$ cat config.mk
export PLATFORM = sky130hd
export DESIGN_NAME = diff_histogram_flat
export DESIGN_NICKNAME = d
export VERILOG_FILES = /design/src/rtl/diff_histogram_pkg.sv /design/src/rtl/diff_histogram_if.sv /design/src/rtl/diff_histogram_hist_ram.sv /design/src/rtl/diff_histogram.sv /design/src/flat_wrapper.sv
export SDC_FILE = /design/constraint.sdc
export NUM_CORES = 2
export LEC_CHECK = 0
export ABC_AREA = 1
export CORE_ASPECT_RATIO = 1.75
export CORE_MARGIN = 4
export CORE_UTILIZATION = 56
export DETAILED_ROUTE_END_ITERATION = 10
export PLACE_DENSITY = 0.76
export SLEW_MARGIN = 0
export SYNTH_ARGS = -nofsm -noshare
export SYNTH_HDL_FRONTEND = slang
export SYNTH_HIERARCHICAL = 1
export SYNTH_SLANG_ARGS = --single-unit
$ cat constraint.sdc
create_clock -name Bus2IP_Clk -period 4.4 [get_ports Bus2IP_Clk]
set_input_delay 0.88 -clock Bus2IP_Clk [delete_from_list [all_inputs] [get_ports Bus2IP_Clk]]
set_output_delay 0.88 -clock Bus2IP_Clk [all_outputs]
set_load 0.02 [all_outputs]
$ cat src/rtl/diff_histogram_pkg.sv
// Shared definitions for the frame-difference histogram block.
// Contents: bus geometry, chip-enable codes, CTRL/STATUS field positions,
// FSM state type and a chip-enable decode helper.
package diff_histogram_pkg;

   localparam int unsigned C_SLV_DWIDTH = 32;
   localparam int unsigned C_NUM_REG    = 4;
   localparam int unsigned C_BINS       = 64;
   localparam int unsigned C_BIN_AW     = 6;

   // One-hot chip enables, MSB is register offset +0x0
   localparam logic [C_NUM_REG-1:0] CE_SAMPLE = 4'b1000;
   localparam logic [C_NUM_REG-1:0] CE_CTRL   = 4'b0100;
   localparam logic [C_NUM_REG-1:0] CE_BIN    = 4'b0010;
   localparam logic [C_NUM_REG-1:0] CE_STATUS = 4'b0001;

   // CTRL / STATUS field positions
   localparam int unsigned CTRL_SEL_LSB   = 0;
   localparam int unsigned CTRL_THR_LSB   = 8;
   localparam int unsigned CTRL_CLR_BIT   = 16;
   localparam int unsigned STAT_BUSY_BIT  = 31;

   typedef enum logic [1:0] {StIdle, StClear, StRd1, StRd2} state_e;

   // True when more than one chip enable is active across both CE vectors
   function automatic logic ce_is_multi(input logic [C_NUM_REG-1:0] rd,
                                        input logic [C_NUM_REG-1:0] wr);
      logic rd_m;
      logic wr_m;
      rd_m = (rd & (rd - 4'd1)) != 4'd0;
      wr_m = (wr & (wr - 4'd1)) != 4'd0;
      return rd_m | wr_m | ((|rd) & (|wr));
   endfunction

endpackage

$ cat src/rtl/diff_histogram_if.sv
// IPIF-style slave bus bundle for diff_histogram.
// master: drives Bus2IP_Data/BE/RdCE/WrCE, receives IP2Bus_Data/RdAck/WrAck/Error.
// slave : the reverse.
interface diff_histogram_if;
   import diff_histogram_pkg::*;

   logic [C_SLV_DWIDTH-1:0]   Bus2IP_Data;
   logic [C_SLV_DWIDTH/8-1:0] Bus2IP_BE;
   logic [C_NUM_REG-1:0]      Bus2IP_RdCE;
   logic [C_NUM_REG-1:0]      Bus2IP_WrCE;
   logic [C_SLV_DWIDTH-1:0]   IP2Bus_Data;
   logic                      IP2Bus_RdAck;
   logic                      IP2Bus_WrAck;
   logic                      IP2Bus_Error;

   modport master (
      output Bus2IP_Data, Bus2IP_BE, Bus2IP_RdCE, Bus2IP_WrCE,
      input  IP2Bus_Data, IP2Bus_RdAck, IP2Bus_WrAck, IP2Bus_Error
   );

   modport slave (
      input  Bus2IP_Data, Bus2IP_BE, Bus2IP_RdCE, Bus2IP_WrCE,
      output IP2Bus_Data, IP2Bus_RdAck, IP2Bus_WrAck, IP2Bus_Error
   );

endinterface

$ cat src/rtl/diff_histogram_hist_ram.sv
// Histogram bin storage: 2**C_AW x C_CNT_WIDTH, one synchronous read port and one
// write port, no reset (contents are zeroed by the owner's clear sweep).
// A read and write to the same address in one cycle returns the old contents.
// Ports: i_clk; i_rd_addr -> o_rd_data (1-cycle latency); i_we/i_wr_addr/i_wr_data.
module hist_ram #(
   parameter int unsigned C_CNT_WIDTH = 16,
   parameter int unsigned C_AW        = 6
) (
   input  logic                   i_clk,
   input  logic [C_AW-1:0]        i_rd_addr,
   output logic [C_CNT_WIDTH-1:0] o_rd_data,
   input  logic                   i_we,
   input  logic [C_AW-1:0]        i_wr_addr,
   input  logic [C_CNT_WIDTH-1:0] i_wr_data
);

   logic [C_CNT_WIDTH-1:0] r_mem [2**C_AW];
   logic [C_CNT_WIDTH-1:0] r_rd_data;

   always_ff @(posedge i_clk) begin
      r_rd_data <= r_mem[i_rd_addr];
      if (i_we) begin
         r_mem[i_wr_addr] <= i_wr_data;
      end
   end

   assign o_rd_data = r_rd_data;

endmodule

$ cat src/rtl/diff_histogram.sv
// 64-bin histogram of 6-bit frame-difference samples with total and motion counters.
// Ports: Bus2IP_Clk, Bus2IP_Reset (async, active-high), io_bus (slave modport).
// Registers: +0x0 SAMPLE (W), +0x4 CTRL (R/W), +0x8 BIN (R), +0xC STATUS (R).
// Sample writes go through a 2-stage read-modify-write on hist_ram with a bypass of
// the most recent RAM write so consecutive same-bin updates never lose a count.
module diff_histogram
   import diff_histogram_pkg::*;
#(
   parameter int unsigned C_CNT_WIDTH = 16
) (
   input logic                Bus2IP_Clk,
   input logic                Bus2IP_Reset,
   diff_histogram_if.slave    io_bus
);

   typedef logic [C_CNT_WIDTH-1:0] cnt_t;
   localparam cnt_t C_CNT_ONE = cnt_t'(1);

   function automatic cnt_t sat_inc(input cnt_t v);
      return (&v) ? v : v + C_CNT_ONE;
   endfunction

   state_e                r_state;
   logic [C_BIN_AW-1:0]   r_clr_addr;
   logic [C_BIN_AW-1:0]   r_bin_sel;
   logic [C_BIN_AW-1:0]   r_thresh;
   cnt_t                  r_total;
   cnt_t                  r_above;
   logic                  r_ack_blk;
   logic                  r_s2_valid;
   logic [C_BIN_AW-1:0]   r_s2_addr;
   logic                  r_wb_valid;
   logic [C_BIN_AW-1:0]   r_wb_addr;
   cnt_t                  r_wb_data;

   logic [C_NUM_REG-1:0]  w_rdce;
   logic [C_NUM_REG-1:0]  w_wrce;
   logic                  w_multi;
   logic                  w_idle;
   logic                  w_busy;
   logic                  w_wr_sample, w_wr_ctrl, w_wr_bad;
   logic                  w_rd_ctrl, w_rd_bin, w_rd_status;
   logic                  w_sample_go, w_accept, w_clr_go;
   logic                  w_hazard, w_bin_start, w_bin_done;
   logic                  w_rd_ack, w_wr_ack, w_err;
   logic [C_SLV_DWIDTH-1:0] w_rdata;
   logic [C_BIN_AW-1:0]   w_value;
   logic [C_BIN_AW-1:0]   w_rd_addr;
   logic                  w_we;
   logic [C_BIN_AW-1:0]   w_wr_addr;
   cnt_t                  w_wr_data;
   cnt_t                  w_ram_rdata;
   cnt_t                  w_base;
   logic                  w_unused;

   // The cycle after any ack ignores CEs so each CE assertion is acked once
   assign w_rdce  = r_ack_blk ? '0 : io_bus.Bus2IP_RdCE;
   assign w_wrce  = r_ack_blk ? '0 : io_bus.Bus2IP_WrCE;
   assign w_multi = ce_is_multi(w_rdce, w_wrce);
   assign w_idle  = (r_state == StIdle);
   assign w_busy  = (r_state == StClear);
   assign w_value = io_bus.Bus2IP_Data[C_BIN_AW-1:0];

   assign w_wr_sample = !w_multi && (w_wrce == CE_SAMPLE);
   assign w_wr_ctrl   = !w_multi && (w_wrce == CE_CTRL);
   assign w_wr_bad    = !w_multi && ((w_wrce == CE_BIN) || (w_wrce == CE_STATUS));
   assign w_rd_ctrl   = !w_multi && (w_rdce == CE_CTRL);
   assign w_rd_bin    = !w_multi && (w_rdce == CE_BIN);
   assign w_rd_status = !w_multi && (w_rdce == CE_STATUS);

   assign w_sample_go = w_wr_sample && w_idle;
   assign w_accept    = w_sample_go && io_bus.Bus2IP_BE[0];
   assign w_clr_go    = w_wr_ctrl && io_bus.Bus2IP_BE[2] && io_bus.Bus2IP_Data[CTRL_CLR_BIT]
                        && w_idle;
   // Hold a BIN read while stage 2 still owes a write to the selected bin
   assign w_hazard    = r_s2_valid && (r_s2_addr == r_bin_sel);
   assign w_bin_start = w_rd_bin && w_idle && !w_hazard;
   assign w_bin_done  = w_rd_bin && (r_state == StRd2);

   // Acks are combinational; reset forces every output low immediately
   assign w_wr_ack = !Bus2IP_Reset &&
                     ((w_multi && (|w_wrce)) || w_sample_go || w_wr_ctrl || w_wr_bad);
   assign w_rd_ack = !Bus2IP_Reset &&
                     ((w_multi && (|w_rdce)) || w_rd_ctrl || w_rd_status || w_bin_done);
   assign w_err    = !Bus2IP_Reset && (w_multi || w_wr_bad);

   always_comb begin
      w_rdata = '0;
      if (w_rd_ack && !w_multi) begin
         if (w_rd_ctrl) begin
            w_rdata = {16'(r_above), 2'b00, r_thresh, 2'b00, r_bin_sel};
         end else if (w_rd_status) begin
            w_rdata = {w_busy, 15'd0, 16'(r_total)};
         end else begin
            w_rdata = 32'(w_ram_rdata);
         end
      end
   end

   assign io_bus.IP2Bus_Data  = w_rdata;
   assign io_bus.IP2Bus_RdAck = w_rd_ack;
   assign io_bus.IP2Bus_WrAck = w_wr_ack;
   assign io_bus.IP2Bus_Error = w_err;

   // RAM port muxing: clear sweep owns the write port while busy
   assign w_rd_addr = (r_state == StRd1) ? r_bin_sel : w_value;
   assign w_base    = (r_wb_valid && (r_wb_addr == r_s2_addr)) ? r_wb_data : w_ram_rdata;
   assign w_we      = w_busy || r_s2_valid;
   assign w_wr_addr = w_busy ? r_clr_addr : r_s2_addr;
   assign w_wr_data = w_busy ? '0 : sat_inc(w_base);

   hist_ram #(
      .C_CNT_WIDTH (C_CNT_WIDTH),
      .C_AW        (C_BIN_AW)
   ) u_ram (
      .i_clk     (Bus2IP_Clk),
      .i_rd_addr (w_rd_addr),
      .o_rd_data (w_ram_rdata),
      .i_we      (w_we),
      .i_wr_addr (w_wr_addr),
      .i_wr_data (w_wr_data)
   );

   always_ff @(posedge Bus2IP_Clk or posedge Bus2IP_Reset) begin
      if (Bus2IP_Reset) begin
         r_state    <= StClear;
         r_clr_addr <= '0;
      end else begin
         case (r_state)
            StClear: begin
               r_clr_addr <= r_clr_addr + C_BIN_AW'(1);
               if (r_clr_addr == C_BIN_AW'(C_BINS - 1)) r_state <= StIdle;
            end
            StIdle: begin
               if (w_clr_go) begin
                  r_state    <= StClear;
                  r_clr_addr <= '0;
               end else if (w_bin_start) begin
                  r_state <= StRd1;
               end
            end
            StRd1:   r_state <= StRd2;
            StRd2:   r_state <= StIdle;
            default: r_state <= StIdle;
         endcase
      end
   end

   always_ff @(posedge Bus2IP_Clk or posedge Bus2IP_Reset) begin
      if (Bus2IP_Reset) begin
         r_bin_sel  <= '0;
         r_thresh   <= C_BIN_AW'(C_BINS - 1);
         r_total    <= '0;
         r_above    <= '0;
         r_ack_blk  <= 1'b0;
         r_s2_valid <= 1'b0;
         r_s2_addr  <= '0;
         r_wb_valid <= 1'b0;
         r_wb_addr  <= '0;
         r_wb_data  <= '0;
      end else begin
         r_ack_blk <= w_rd_ack | w_wr_ack;
         if (w_wr_ctrl) begin
            if (io_bus.Bus2IP_BE[0]) r_bin_sel <= io_bus.Bus2IP_Data[CTRL_SEL_LSB +: C_BIN_AW];
            if (io_bus.Bus2IP_BE[1]) r_thresh  <= io_bus.Bus2IP_Data[CTRL_THR_LSB +: C_BIN_AW];
         end
         if (w_clr_go) begin
            r_total <= '0;
            r_above <= '0;
         end else if (w_accept) begin
            r_total <= sat_inc(r_total);
            if (w_value > r_thresh) r_above <= sat_inc(r_above);
         end
         r_s2_valid <= w_accept;
         r_s2_addr  <= w_value;
         r_wb_valid <= w_we;
         r_wb_addr  <= w_wr_addr;
         r_wb_data  <= w_wr_data;
      end
   end

   assign w_unused = ^{io_bus.Bus2IP_Data[31:17], io_bus.Bus2IP_Data[15:14],
                       io_bus.Bus2IP_Data[7:6], io_bus.Bus2IP_BE[3]};

endmodule

$ cat src/flat_wrapper.sv
// flat-port wrapper written by rule: the top's interface ports become plain ports
module diff_histogram_flat import diff_histogram_pkg::*;
#(
   parameter int unsigned C_CNT_WIDTH = 16
)
  (Bus2IP_Clk, Bus2IP_Reset, io_bus_Bus2IP_Data, io_bus_Bus2IP_BE, io_bus_Bus2IP_RdCE, io_bus_Bus2IP_WrCE, io_bus_IP2Bus_Data, io_bus_IP2Bus_RdAck, io_bus_IP2Bus_WrAck, io_bus_IP2Bus_Error);
  diff_histogram_if io_bus_i ();
  input logic Bus2IP_Clk;
  input logic Bus2IP_Reset;
  input wire logic [$bits(io_bus_i.Bus2IP_Data)-1:0] io_bus_Bus2IP_Data;
  input wire logic [$bits(io_bus_i.Bus2IP_BE)-1:0] io_bus_Bus2IP_BE;
  input wire logic [$bits(io_bus_i.Bus2IP_RdCE)-1:0] io_bus_Bus2IP_RdCE;
  input wire logic [$bits(io_bus_i.Bus2IP_WrCE)-1:0] io_bus_Bus2IP_WrCE;
  output wire logic [$bits(io_bus_i.IP2Bus_Data)-1:0] io_bus_IP2Bus_Data;
  output wire logic [$bits(io_bus_i.IP2Bus_RdAck)-1:0] io_bus_IP2Bus_RdAck;
  output wire logic [$bits(io_bus_i.IP2Bus_WrAck)-1:0] io_bus_IP2Bus_WrAck;
  output wire logic [$bits(io_bus_i.IP2Bus_Error)-1:0] io_bus_IP2Bus_Error;
  assign io_bus_i.Bus2IP_Data = io_bus_Bus2IP_Data;
  assign io_bus_i.Bus2IP_BE = io_bus_Bus2IP_BE;
  assign io_bus_i.Bus2IP_RdCE = io_bus_Bus2IP_RdCE;
  assign io_bus_i.Bus2IP_WrCE = io_bus_Bus2IP_WrCE;
  assign io_bus_IP2Bus_Data = io_bus_i.IP2Bus_Data;
  assign io_bus_IP2Bus_RdAck = io_bus_i.IP2Bus_RdAck;
  assign io_bus_IP2Bus_WrAck = io_bus_i.IP2Bus_WrAck;
  assign io_bus_IP2Bus_Error = io_bus_i.IP2Bus_Error;
  diff_histogram #(.C_CNT_WIDTH(C_CNT_WIDTH)) u_core (.Bus2IP_Clk(Bus2IP_Clk), .Bus2IP_Reset(Bus2IP_Reset), .io_bus(io_bus_i));
endmodule
==> impl_metrics.yaml <==
power_and_ir_drop:
  p_int_w: 0.0217
  power_density_nw_per_um2: 642
  p_seq_share_pct: 42.0
  ir_drop_mv: 0.440
  p_leak_nw: 20.7
  power_frac_comb_pct: 33.5
  sw_frac_of_total_pct: 36.9
  power.clock.fraction_pct: 24.5
  p_sw_w: 0.0127
logic_synthesis:
  netlist-cell-type-count: 46
  synth_area_leaders: "edfxtp_1 (64%), nand2_1 (12%), nand3_1 (9.7%)"
  synth.avg_cell_area_um2: 10.9
  synth-async-reset-ratio_pct: 7.39
  synth_top_area_share_pct: 64.0
  synth-main-ff-cell: "edfxtp_1"
  ys_seq_elements: 1123
  yosysTopAreaCell: "edfxtp_1"
  yosysWarnings: 6
  syn-cell-area_um2: 48000
  synth_edf_count: 1024
  synth_nets: 4453
  ys_seq_area_share_pct: 69.0
  synth_cells: 4397
critical_path:
  path_cells: "clkdlybuf4s50_1, inv_1, nor2_2, nor2_4, nand2_1, nand2_1, nand2_2, nor2_4, nand2_1, nand4_2, nand2_4, inv_2, nand2_2, nor2_1, clkdlybuf4s50_1"
  cp.arrival_ns: 3.39
  cpMaxStageDelayCell: "clkdlybuf4s50_1"
  max_stage_delay_ns: 0.61
  crit_type: "in -> out"
  crit_fanout: 13
  required_ns: 3.52
  path_common_cell: "nand2_1"
  start_kind: "input port"
  cp-end-kind: "primary output"
drt:
  drt-vias-per-instance: 5.86
  wl_per_cell_um: 22.0
  routed.top_layer: "met4"
  drt-total-wl_mm: 125
  drtIter0Drc: 3519
  dr_wl_met3_mm: 8.83
  met1Wirelength_mm: 42.9
  drc: 0
  dr.pass1.iters: 6
  num_vias: 33400
  dr_wl_met2_mm: 65.1
  ant_nets: 0
floorplanning:
  std_cell_rows: 141
  core_um2: 84900
  num_io_pins: 81
  die_h_um: 395
  start_util_pct: 56.6
  fp.dieArea_um2: 90700
  die_w_um: 229
global_routing:
  grt_overflow: 0
  antenna_found_initial: 0
  grt_usage_pct: 27.2
  grt_pass1_vias: 32900
  grt_pass1_wl_mm: 189
  grt_max_degree: 133
clock_tree:
  clkTransAtPathRegs_ns: 0.06
  cts_root_buf: "clkbuf_16"
  cts_sinks: 1123
  cts_inserted_buffers: 93
  htreeDepth: 3
  cts_buffer_depth: 3
  cts_tree: "built"
  cts_hold_buf: 0
  cts_resized: 0
  cts_setup_buffers: 0
  insertion_delay_ns: 0.69
placed_design:
  place_area_um2: 50300
  hpwlAfterDp_mm: 75.2
  port_buffers: 60
  gp_congestion: 0.924
timing:
  skew_ns: 0.0288
  setup_tns_ns: 0
  hold_viol: 0
  grt_setup_unrepaired: "true"
  post-route-min-period_ns: 4.27
  setup_violations: 0
  fin_crit_sh_pct: 97.0
  max_freq_ghz: 0.234
  worst-slew-pin-transition_ns: 1.03
  maxSlewViolCount: 0
  maxSlewHeadroom_pct: 30.5
final_layout:
  area_delta_synth_final_pct: 11.5
  drive_above_1_share_pct: 8.93
  nNetsFinal: 4527
  fin_area_um2: 53500
run:
  maxCapViolCount: 0
run_status:
  status: "completed"
min_path:
  hold_class: "reg -> reg"
[metal layers]
| metal | up-vias | global-route usage (%) |
|---|---|---|
| li1 | 15300 | - |
| met2 | 1587 | 48.1 |
| met3 | 366 | 3.39 |
| met4 | 0 | 17.9 |
| met5 | - | 0 |
| met1 | 16100 | 31.0 |
[worst max-delay path, delay by kind of cell]
kind	cells	cell delay (ns)
and+or+nand+nor	11	1.29
buffers and inverters	4	1.20
[power by group through the flow]
stage	clock, W	sequential, W	combinational, W
CTS	0.00853	0.0144	0.0114
global placement	0	0.0146	0.0111
floorplan	0	0.0147	0.00706
finish	0.00844	0.0144	0.0115
global route	0.00897	0.0145	0.0124
detailed placement	0	0.0146	0.0113
[sequential cells by signal, summed over array words and instances, names as in the netlist, 2 cells and up]
register and flops:
u_core/r_thresh 6, u_core/r_state 2, u_core/r_clr_addr 6, u_core/r_above 16
u_core/r_s2_addr 6, u_core/r_total 16, u_core/r_wb_data 16, u_core/r_bin_sel 6
u_core/u_ram/o_rd_data 16, u_core/r_wb_addr 6, u_core/u_ram/r_mem 1024
[cell usage after synthesis (2+ instances only)]
master    instances
dfrtp_1          76
inv_2            15
buf_4            22
buf_2           118
o21ai_1          25
clkbuf_1         36
o211ai_1          2
nor3_1           31
nor3_2            2
nor2_2           11
o21ai_0          72
nand2_2          10
nand3_1         930
a31oi_1           3
buf_1            17
xor2_1           20
nor2_4            7
o21bai_1          5
a21oi_1          27
dfstp_2           7
o22ai_1           2
o31ai_1           2
nand3_2           3
nor4_1           15
nand2_1        1526
nand4_2           2
inv_1           128
nand2_4           2
ha_1             10
nor2_1          141
nand4_1          20
xnor2_1           2
nand3b_1          2
dfxtp_1          16
edfxtp_1       1024
buf_6            56
[path summary, 6_finish.rpt]
check,startpoint,endpoint,slack (ns),cells past startpoint
max,io_bus_Bus2IP_RdCE[0],io_bus_IP2Bus_Data[31],0.13,15
min,u_core/r_clr_addr[0]$_DFFE_PP0P_,u_core/r_clr_addr[0]$_DFFE_PP0P_,0.55,1
max reg2reg,u_core/r_s2_addr[2]$_DFF_PP0_,u_core/u_ram/r_mem[48][11]$_DFFE_PP_,0.74,14
min reg2reg,u_core/r_clr_addr[0]$_DFFE_PP0P_,u_core/r_clr_addr[0]$_DFFE_PP0P_,0.55,1
max in group asynchronous,Bus2IP_Reset,u_core/r_s2_addr[4]$_DFF_PP0_,2.78,3
min in group asynchronous,Bus2IP_Reset,u_core/r_ack_blk$_DFF_PP0_,0.81,3
[area by class of cell]
| class | instances | area, µm² |
|---|---|---|
| flip-flops and latches | 1123 | 33200 |
| fillers | 6214 | 31300 |
| multi-input cells | 2880 | 13000 |
| clock buffers | 116 | 2530 |
| repair buffers | 229 | 2280 |
| well taps | 1144 | 1430 |
| clock inverters | 54 | 582 |
| inverters | 144 | 571 |
| diodes | 2 | 5.00 |
[stage by stage]
stage                     total power [W]  hold slack [ns]  util (%)  instances  setup slack [ns]
after floorplan                    0.0218            0.439         -       4397            0.0337
after global placement             0.0257            0.533      59.3       5520            0.0742
after detailed placement           0.0260            0.534      59.3       5520            0.0568
after CTS                          0.0344            0.548      63.0       5690            0.0457
after global routing               0.0359            0.587      63.1       5690           -0.0906
final                              0.0344            0.549      63.1       5692             0.133
[cell families after synthesis]
logic type                 synth area share [%]
DFF                                        69.0
buffers and inverters                      4.47
and+or+nand+nor                            24.3
xor gates and xnor gates                  0.401
adders and majority gates                 0.260
AOI/OAI and AO/OA                          1.59
[cell usage in the layout, fill, tap and decap left out, types with 10 or more instances in the layout]
cell type        synthesis  final
clkbuf_1                36     17
buf_4                   22    142
buf_12                   0     26
ha_1                    10     10
nand2_2                 10     10
nor2_1                 141    136
nand3_1                930    930
nand4_1                 20     20
inv_2                   15     16
clkbuf_16                0     98
xor2_1                  20     20
clkinv_1                 0     14
dfrtp_1                 76     76
inv_1                  128    124
a21oi_1                 27     18
clkdlybuf4s50_1          0     29
o21ai_1                 25     26
nand2_1               1526   1526
dlymetal6s2s_1           0     31
nor2_2                  11     12
o21ai_0                 72     66
nor3_1                  31     31
bufinv_16                0     10
nor2_4                   7     11
dfxtp_1                 16     16
clkinv_2                 0     14
edfxtp_1              1024   1024
No activity file was read; power rests on OpenSTA's default activity.
